==> src/rtl/regintf_arb_pkg.sv <==
// regintf_arb_pkg: shared types and constants for the regintf arbiter.
//   arb_state_t      : arbiter FSM state (IDLE, ISSUE, WAIT_RD)
//   REQ_PROG/REQ_HOST: requester identifiers (program driver / host-debug)
//   ADDR_W_DEF/DATA_W_DEF: default regintf address/data widths
package regintf_arb_pkg;

  localparam int ADDR_W_DEF = 14;
  localparam int DATA_W_DEF = 16;

  localparam logic REQ_PROG = 1'b0;
  localparam logic REQ_HOST = 1'b1;

  typedef enum logic [1:0] {
    IDLE    = 2'd0,
    ISSUE   = 2'd1,
    WAIT_RD = 2'd2
  } arb_state_t;

endpackage

==> src/rtl/regintf_arbiter_rr_arb2.sv <==
// rr_arb2: combinational two-way round-robin pick.
//   valid0/valid1 : request valids
//   last_grant    : requester granted most recently (REQ_PROG/REQ_HOST)
//   grant[1:0]    : one-hot grant, bit N for requester N, zero when idle
module rr_arb2
  import regintf_arb_pkg::*;
(
  input  logic       valid0,
  input  logic       valid1,
  input  logic       last_grant,
  output logic [1:0] grant
);

  always_comb begin
    grant = 2'b00;
    if (valid0 && valid1) begin
      // Contention: whoever was not served last goes first.
      grant = (last_grant == REQ_PROG) ? 2'b10 : 2'b01;
    end else begin
      grant = {valid1, valid0};
    end
  end

endmodule

==> src/rtl/regintf_arbiter.sv <==
// regintf_arbiter: shares the single regintf register-file port between the
// program driver (requester 0) and the host/debug path (requester 1), one
// transaction at a time, round-robin.
//
// Ports:
//   clk, rst                 : clock, asynchronous active-high reset
//   reqN_valid/ready         : command handshake per requester
//   reqN_we/addr/wdata       : command (1 = write)
//   reqN_rvalid/rdata        : one-cycle read-return pulse and held data
//   wr_en, rd_en             : regintf strobes (only in ISSUE)
//   addr, write_data         : regintf address/data (held between commands)
//   read_data                : regintf read data, valid RD_LATENCY cycles
//                              after the rd_en cycle
//   busy                     : state is not IDLE
//   dbg_state                : current FSM state
//   req0_lock                : only when REGINTF_ARB_LOCK_EN is defined;
//                              grants requester 0 exclusive access
//
// Handshake: a requester holds valid/we/addr/wdata stable until it sees ready;
// a command transfers on a clock edge where valid && ready. ready is
// combinational and only rises in IDLE for the arbitration winner. Dropping
// valid before ready is legal and issues nothing.
module regintf_arbiter
  import regintf_arb_pkg::*;
#(
  parameter int ADDR_W     = ADDR_W_DEF,
  parameter int DATA_W     = DATA_W_DEF,
  parameter int RD_LATENCY = 1
) (
  input  logic              clk,
  input  logic              rst,
  input  logic              req0_valid,
  output logic              req0_ready,
  input  logic              req0_we,
  input  logic [ADDR_W-1:0] req0_addr,
  input  logic [DATA_W-1:0] req0_wdata,
`ifdef REGINTF_ARB_LOCK_EN
  input  logic              req0_lock,
`endif
  output logic              req0_rvalid,
  output logic [DATA_W-1:0] req0_rdata,
  input  logic              req1_valid,
  output logic              req1_ready,
  input  logic              req1_we,
  input  logic [ADDR_W-1:0] req1_addr,
  input  logic [DATA_W-1:0] req1_wdata,
  output logic              req1_rvalid,
  output logic [DATA_W-1:0] req1_rdata,
  output logic              wr_en,
  output logic              rd_en,
  output logic [ADDR_W-1:0] addr,
  output logic [DATA_W-1:0] write_data,
  input  logic [DATA_W-1:0] read_data,
  output logic              busy,
  output logic [1:0]        dbg_state
);

  arb_state_t        state_q, state_d;
  logic              owner_q;
  logic              we_q;
  logic [ADDR_W-1:0] addr_q;
  logic [DATA_W-1:0] wdata_q;
  logic              last_grant_q;
  logic [2:0]        cnt_q;
  logic              rvalid0_q, rvalid1_q;
  logic [DATA_W-1:0] rdata0_q, rdata1_q;
  logic              arb_valid1;
  logic [1:0]        grant;
  logic              accept;
  logic              last_rd;

`ifdef REGINTF_ARB_LOCK_EN
  logic lock_flag_q;
  logic lock_q;
  assign arb_valid1 = req1_valid && !lock_flag_q;
`else
  assign arb_valid1 = req1_valid;
`endif

  rr_arb2 u_rr_arb2 (
    .valid0     (req0_valid),
    .valid1     (arb_valid1),
    .last_grant (last_grant_q),
    .grant      (grant)
  );

  assign req0_ready = (state_q == IDLE) && grant[0];
  assign req1_ready = (state_q == IDLE) && grant[1];
  assign accept     = req0_ready || req1_ready;
  assign last_rd    = (state_q == WAIT_RD) && (cnt_q == 3'd1);

  assign wr_en      = (state_q == ISSUE) && we_q;
  assign rd_en      = (state_q == ISSUE) && !we_q;
  assign addr       = addr_q;
  assign write_data = wdata_q;
  assign busy       = (state_q != IDLE);
  assign dbg_state  = state_q;

  assign req0_rvalid = rvalid0_q;
  assign req1_rvalid = rvalid1_q;
  assign req0_rdata  = rdata0_q;
  assign req1_rdata  = rdata1_q;

  always_ff @(posedge clk or posedge rst) begin
    if (rst) state_q <= IDLE;
    else     state_q <= state_d;
  end

  always_comb begin
    state_d = state_q;
    case (state_q)
      IDLE:    if (accept) state_d = ISSUE;
      ISSUE:   state_d = we_q ? IDLE : WAIT_RD;
      WAIT_RD: if (last_rd) state_d = IDLE;
      default: state_d = IDLE;
    endcase
  end

  always_ff @(posedge clk or posedge rst) begin
    if (rst) begin
      owner_q      <= REQ_PROG;
      we_q         <= 1'b0;
      addr_q       <= '0;
      wdata_q      <= '0;
      last_grant_q <= REQ_HOST;
      cnt_q        <= 3'd0;
      rvalid0_q    <= 1'b0;
      rvalid1_q    <= 1'b0;
      rdata0_q     <= '0;
      rdata1_q     <= '0;
    end else begin
      rvalid0_q <= last_rd && (owner_q == REQ_PROG);
      rvalid1_q <= last_rd && (owner_q == REQ_HOST);
      if (accept) begin
        owner_q      <= req1_ready;
        last_grant_q <= req1_ready;
        we_q         <= req1_ready ? req1_we    : req0_we;
        addr_q       <= req1_ready ? req1_addr  : req0_addr;
        wdata_q      <= req1_ready ? req1_wdata : req0_wdata;
      end
      if (state_q == ISSUE && !we_q) begin
        cnt_q <= 3'(RD_LATENCY);
      end else if (state_q == WAIT_RD) begin
        cnt_q <= cnt_q - 3'd1;
      end
      if (last_rd && owner_q == REQ_PROG) rdata0_q <= read_data;
      if (last_rd && owner_q == REQ_HOST) rdata1_q <= read_data;
    end
  end

`ifdef REGINTF_ARB_LOCK_EN
  // The flag is released by the first unlocked program command to complete:
  // after its ISSUE cycle for a write, together with rvalid for a read.
  always_ff @(posedge clk or posedge rst) begin
    if (rst) begin
      lock_flag_q <= 1'b0;
      lock_q      <= 1'b0;
    end else begin
      if (accept) lock_q <= req0_ready && req0_lock;
      if (req0_ready && req0_lock) begin
        lock_flag_q <= 1'b1;
      end else if (owner_q == REQ_PROG && !lock_q &&
                   ((state_q == ISSUE && we_q) || last_rd)) begin
        lock_flag_q <= 1'b0;
      end
    end
  end
`endif

endmodule

==> config.mk <==
export PLATFORM = sky130hd
export DESIGN_NAME = regintf_arbiter
export DESIGN_NICKNAME = d
export VERILOG_FILES = /design/src/rtl/regintf_arb_pkg.sv /design/src/rtl/regintf_arbiter_rr_arb2.sv /design/src/rtl/regintf_arbiter.sv
export SDC_FILE = /design/constraint.sdc
export NUM_CORES = 1
export LEC_CHECK = 0
export BUFFER_PORTS_ARGS = -buffer_cell sky130_fd_sc_hd__buf_2
export CORE_UTILIZATION = 41
export DETAILED_ROUTE_END_ITERATION = 8
export PLACE_DENSITY = 0.87
export SYNTH_ARGS = -nofsm -noshare
export SYNTH_HDL_FRONTEND = slang
export SYNTH_HIERARCHICAL = 1
export SYNTH_SLANG_ARGS = --single-unit
export TNS_END_PERCENT = 50
==> constraint.sdc <==
create_clock -name clk -period 1.93 [get_ports clk]
set_input_delay 0.193 -clock clk [delete_from_list [all_inputs] [get_ports clk]]
set_output_delay 0.193 -clock clk [all_outputs]
set_load 0.01 [all_outputs]
==> qor.txt <==
Synth top area share = 58.56%
PortBufs = 152
Hold_sp = read_data[10]
Unrepaired setup endpoints after global routing = false
Die Ht = 88.03 um
Die Wd = 88.03 um
Layout area overhead = 36.29%
Reg2reg start = last_grant_q
Post-synth EDFFs = 0
Pin count of the biggest net entering global routing = 73
Switching Share = 35.80%
Most numerous cell in the Yosys netlist = dfrtp_1
CTS H-tree lvls = 3
Fin. Hold Viols = 0
CTS tree = yes
Worst Skew = 0.006935 ns
GR Layer Usage met1 = 22.35%
Vias/cell = 5.171
Grt met2 use = 32.49%
Post-route setup TNS = 0 ns
Clock Tree Buf Depth = 2
Outcome = completed
Post-synth cell types = 30
Min cycle time layout = 1.800 ns
Die area = 0.007748 mm2
Synthesis-stage register bit count = 72
Share of cells above drive strength 1 = 57.56%
Syn Area/Cell = 13.85 um2
DRC = 0
Root Driver = clkbuf_8
Worst vdd ir = 0.5439 mV
Max_slew headroom = 74.59%
Synth area leader = dfrtp_1
I/O pins = 153
Vias in the first global route = 2361
Max Fclk = 0.5557 GHz
NetSw = 0.002383 W
Clock sinks = 72
Tcrit/Tclk final = 93.24%
CP max stage cell = dfstp_2
Diodes inserted = 0
Setup violators final = 0
Synth area leaders = dfrtp_1 (59%), o2bb2ai_1 (8.9%), mux2_2 (8.5%)
Global routing's busiest layer = met2
Post-DP HPWL = 5289 um
Core area = 0.006982 mm2
Total power = 0.006656 W
Seq/Total Area, Yosys = 59.42%
Avg WL per Cell = 15.46 um
Post-Syn Instances = 219
Syn_nets = 303
HP Class = input pin to flop
Critical Path Fanout Max = 32
Antenna violation net count after detailed routing = 0
Req. time, crit path = 1.74 ns
DRT Pass-1 Iters = 4
Delay-heaviest family, CP = buffers and inverters
Arr. time, crit path = 1.61 ns
Commonest cells post-synth = dfrtp_1 (71), a22oi_1 (31), o2bb2ai_1 (31), mux2_2 (23), clkbuf_1 (13)
Initial antenna violation count = 0
Gate power share = 41.9%
Critical Path End Type = primary output
DR iter-0 viols = 75
Nets = 456
Max Transition Viols Final = 0
Reg clk slew, reported paths = 0.08 ns
Largest stage delay, worst path = 0.39 ns
Dominant synthesized flop cell = dfrtp_1
WP buf/inv = 2
Num CTS Buffers = 9
Warning count from the yosys run = 6
Initial Util = 43.46%
Clk_lat worst skew = 0.33 ns
Worst-Margin Slew = 0.3811 ns
Crit Path Class = flop to primary output
Final wirelength = 7311 um
Vias = 2446
Rows = 30
Global route overflow = 0
Crit-path cells = a21boi_2 > buf_6 > and2_1 > buf_2
Worst setup startpoint = last_grant_q
Clock power frac = 18.0%
Gr usage total = 19.02%
Sequential Power Share = 40.1%
Crit path launch type = flop
Leak = 2.073 nW
Met3 usage = 4.147%
Internal = 0.004273 W
First-pass GRT wire length = 11080 um
Pwr/cell area = 1610 mW/mm2
GP Congestion = 0.7862
Ys async rst share = 100.0%
Max Cap Viol = 0
Mapped cell area = 0.003034 mm2
layout by cell type, fill, tap and decap left out, types with 3 or more instances in the layout:
cell,n
buf_2,152
dfrtp_1,71
a22oi_1,31
o2bb2ai_1,31
mux2_2,23
clkbuf_8,11
inv_1,9
mux2_4,9
a21oi_1,3
o21ai_0,3
clkinvlp_4,3
buf_12,3
metal layers:
layer | up-vias | wire length [um] | share of wire [%]
li1 | 1137 | - | -
met1 | 1188 | 3023 | 41
met2 | 97 | 3624 | 50
met3 | 24 | 426 | 5.8
met4 | 0 | 236 | 3.2
met5 | - | 0 | 0
per-stage QoR:
step           hold slack (ns)  setup slack, ns  area, um2  cells  utilization, %
2_1_floorplan           0.3411           0.3618       3038    219               -
3_3_place_gp            0.3255           0.3347       3915    456           56.08
3_5_place_dp            0.3265           0.2477       3915    456           56.08
4_1_cts                0.07930          0.04711       4131    473           59.18
5_1_grt                0.08771          0.05723       4135    473           59.23
6_report               0.09961           0.1304       4135    473           59.23
power groups by stage:
stage | registers, W | clock network (W) | logic, W
after floorplan | 0.00295 | 0 | 0.00140
after global placement | 0.00267 | 0 | 0.00271
after detailed placement | 0.00270 | 0 | 0.00281
after CTS | 0.00268 | 0.00125 | 0.00282
after global routing | 0.00275 | 0.00131 | 0.00304
final | 0.00267 | 0.00120 | 0.00279
flip-flops by register name, indices dropped and copies added (netlist names):
signal	cells
owner_q	1
req1_rdata	16
we_q	1
last_grant_q	1
cnt_q	3
addr	14
write_data	16
req0_rdata	16
req1_rvalid	1
req0_rvalid	1
dbg_state	2
path summary, 6_finish.rpt:
kind	to	slack, ns	cells after the start
setup / recovery	req1_ready	0.13	4
hold reg to reg	write_data[15]	0.49	1
hold / removal	req1_rdata[10]	0.1	2
max in group asynchronous	last_grant_q	1.09	4
min in group asynchronous	write_data[11]	0.51	4
setup reg to reg	write_data[1]	0.25	6
worst register-to-register path, delay by kind of cell (launching register included):
kind	cells	cell delay (ns)
AO/OA/AOI/OAI	3	0.52
buffers and inverters	2	0.25
flip-flops	1	0.56
AND/OR/NAND/NOR	1	0.27
cell families after synthesis:
family | synth area share, %
compound gates | 19.30
simple gates | 3.052
mux | 12.99
buf+inv | 4.412
fa+ha+maj | 0.8246
flops | 59.42
layout make-up:
type | instances | area (um2)
Fill cell | 586 | 2846
Sequential cell | 72 | 1803
Multi-Input combinational cell | 120 | 1107
Timing Repair Buffer | 159 | 857.1
Clock buffer | 11 | 151.4
Tap cell | 96 | 120.1
Clock inverter | 5 | 55.05
Inverter | 10 | 41.29
repair_timing:
item	CTS	global route
hold endpoints to repair	71	0
buffers inserted	0	0
hold buffers	1	0
resized for setup	0	1
endpoints found under the setup margin	0	1
Power figures use the tool's default switching activity.
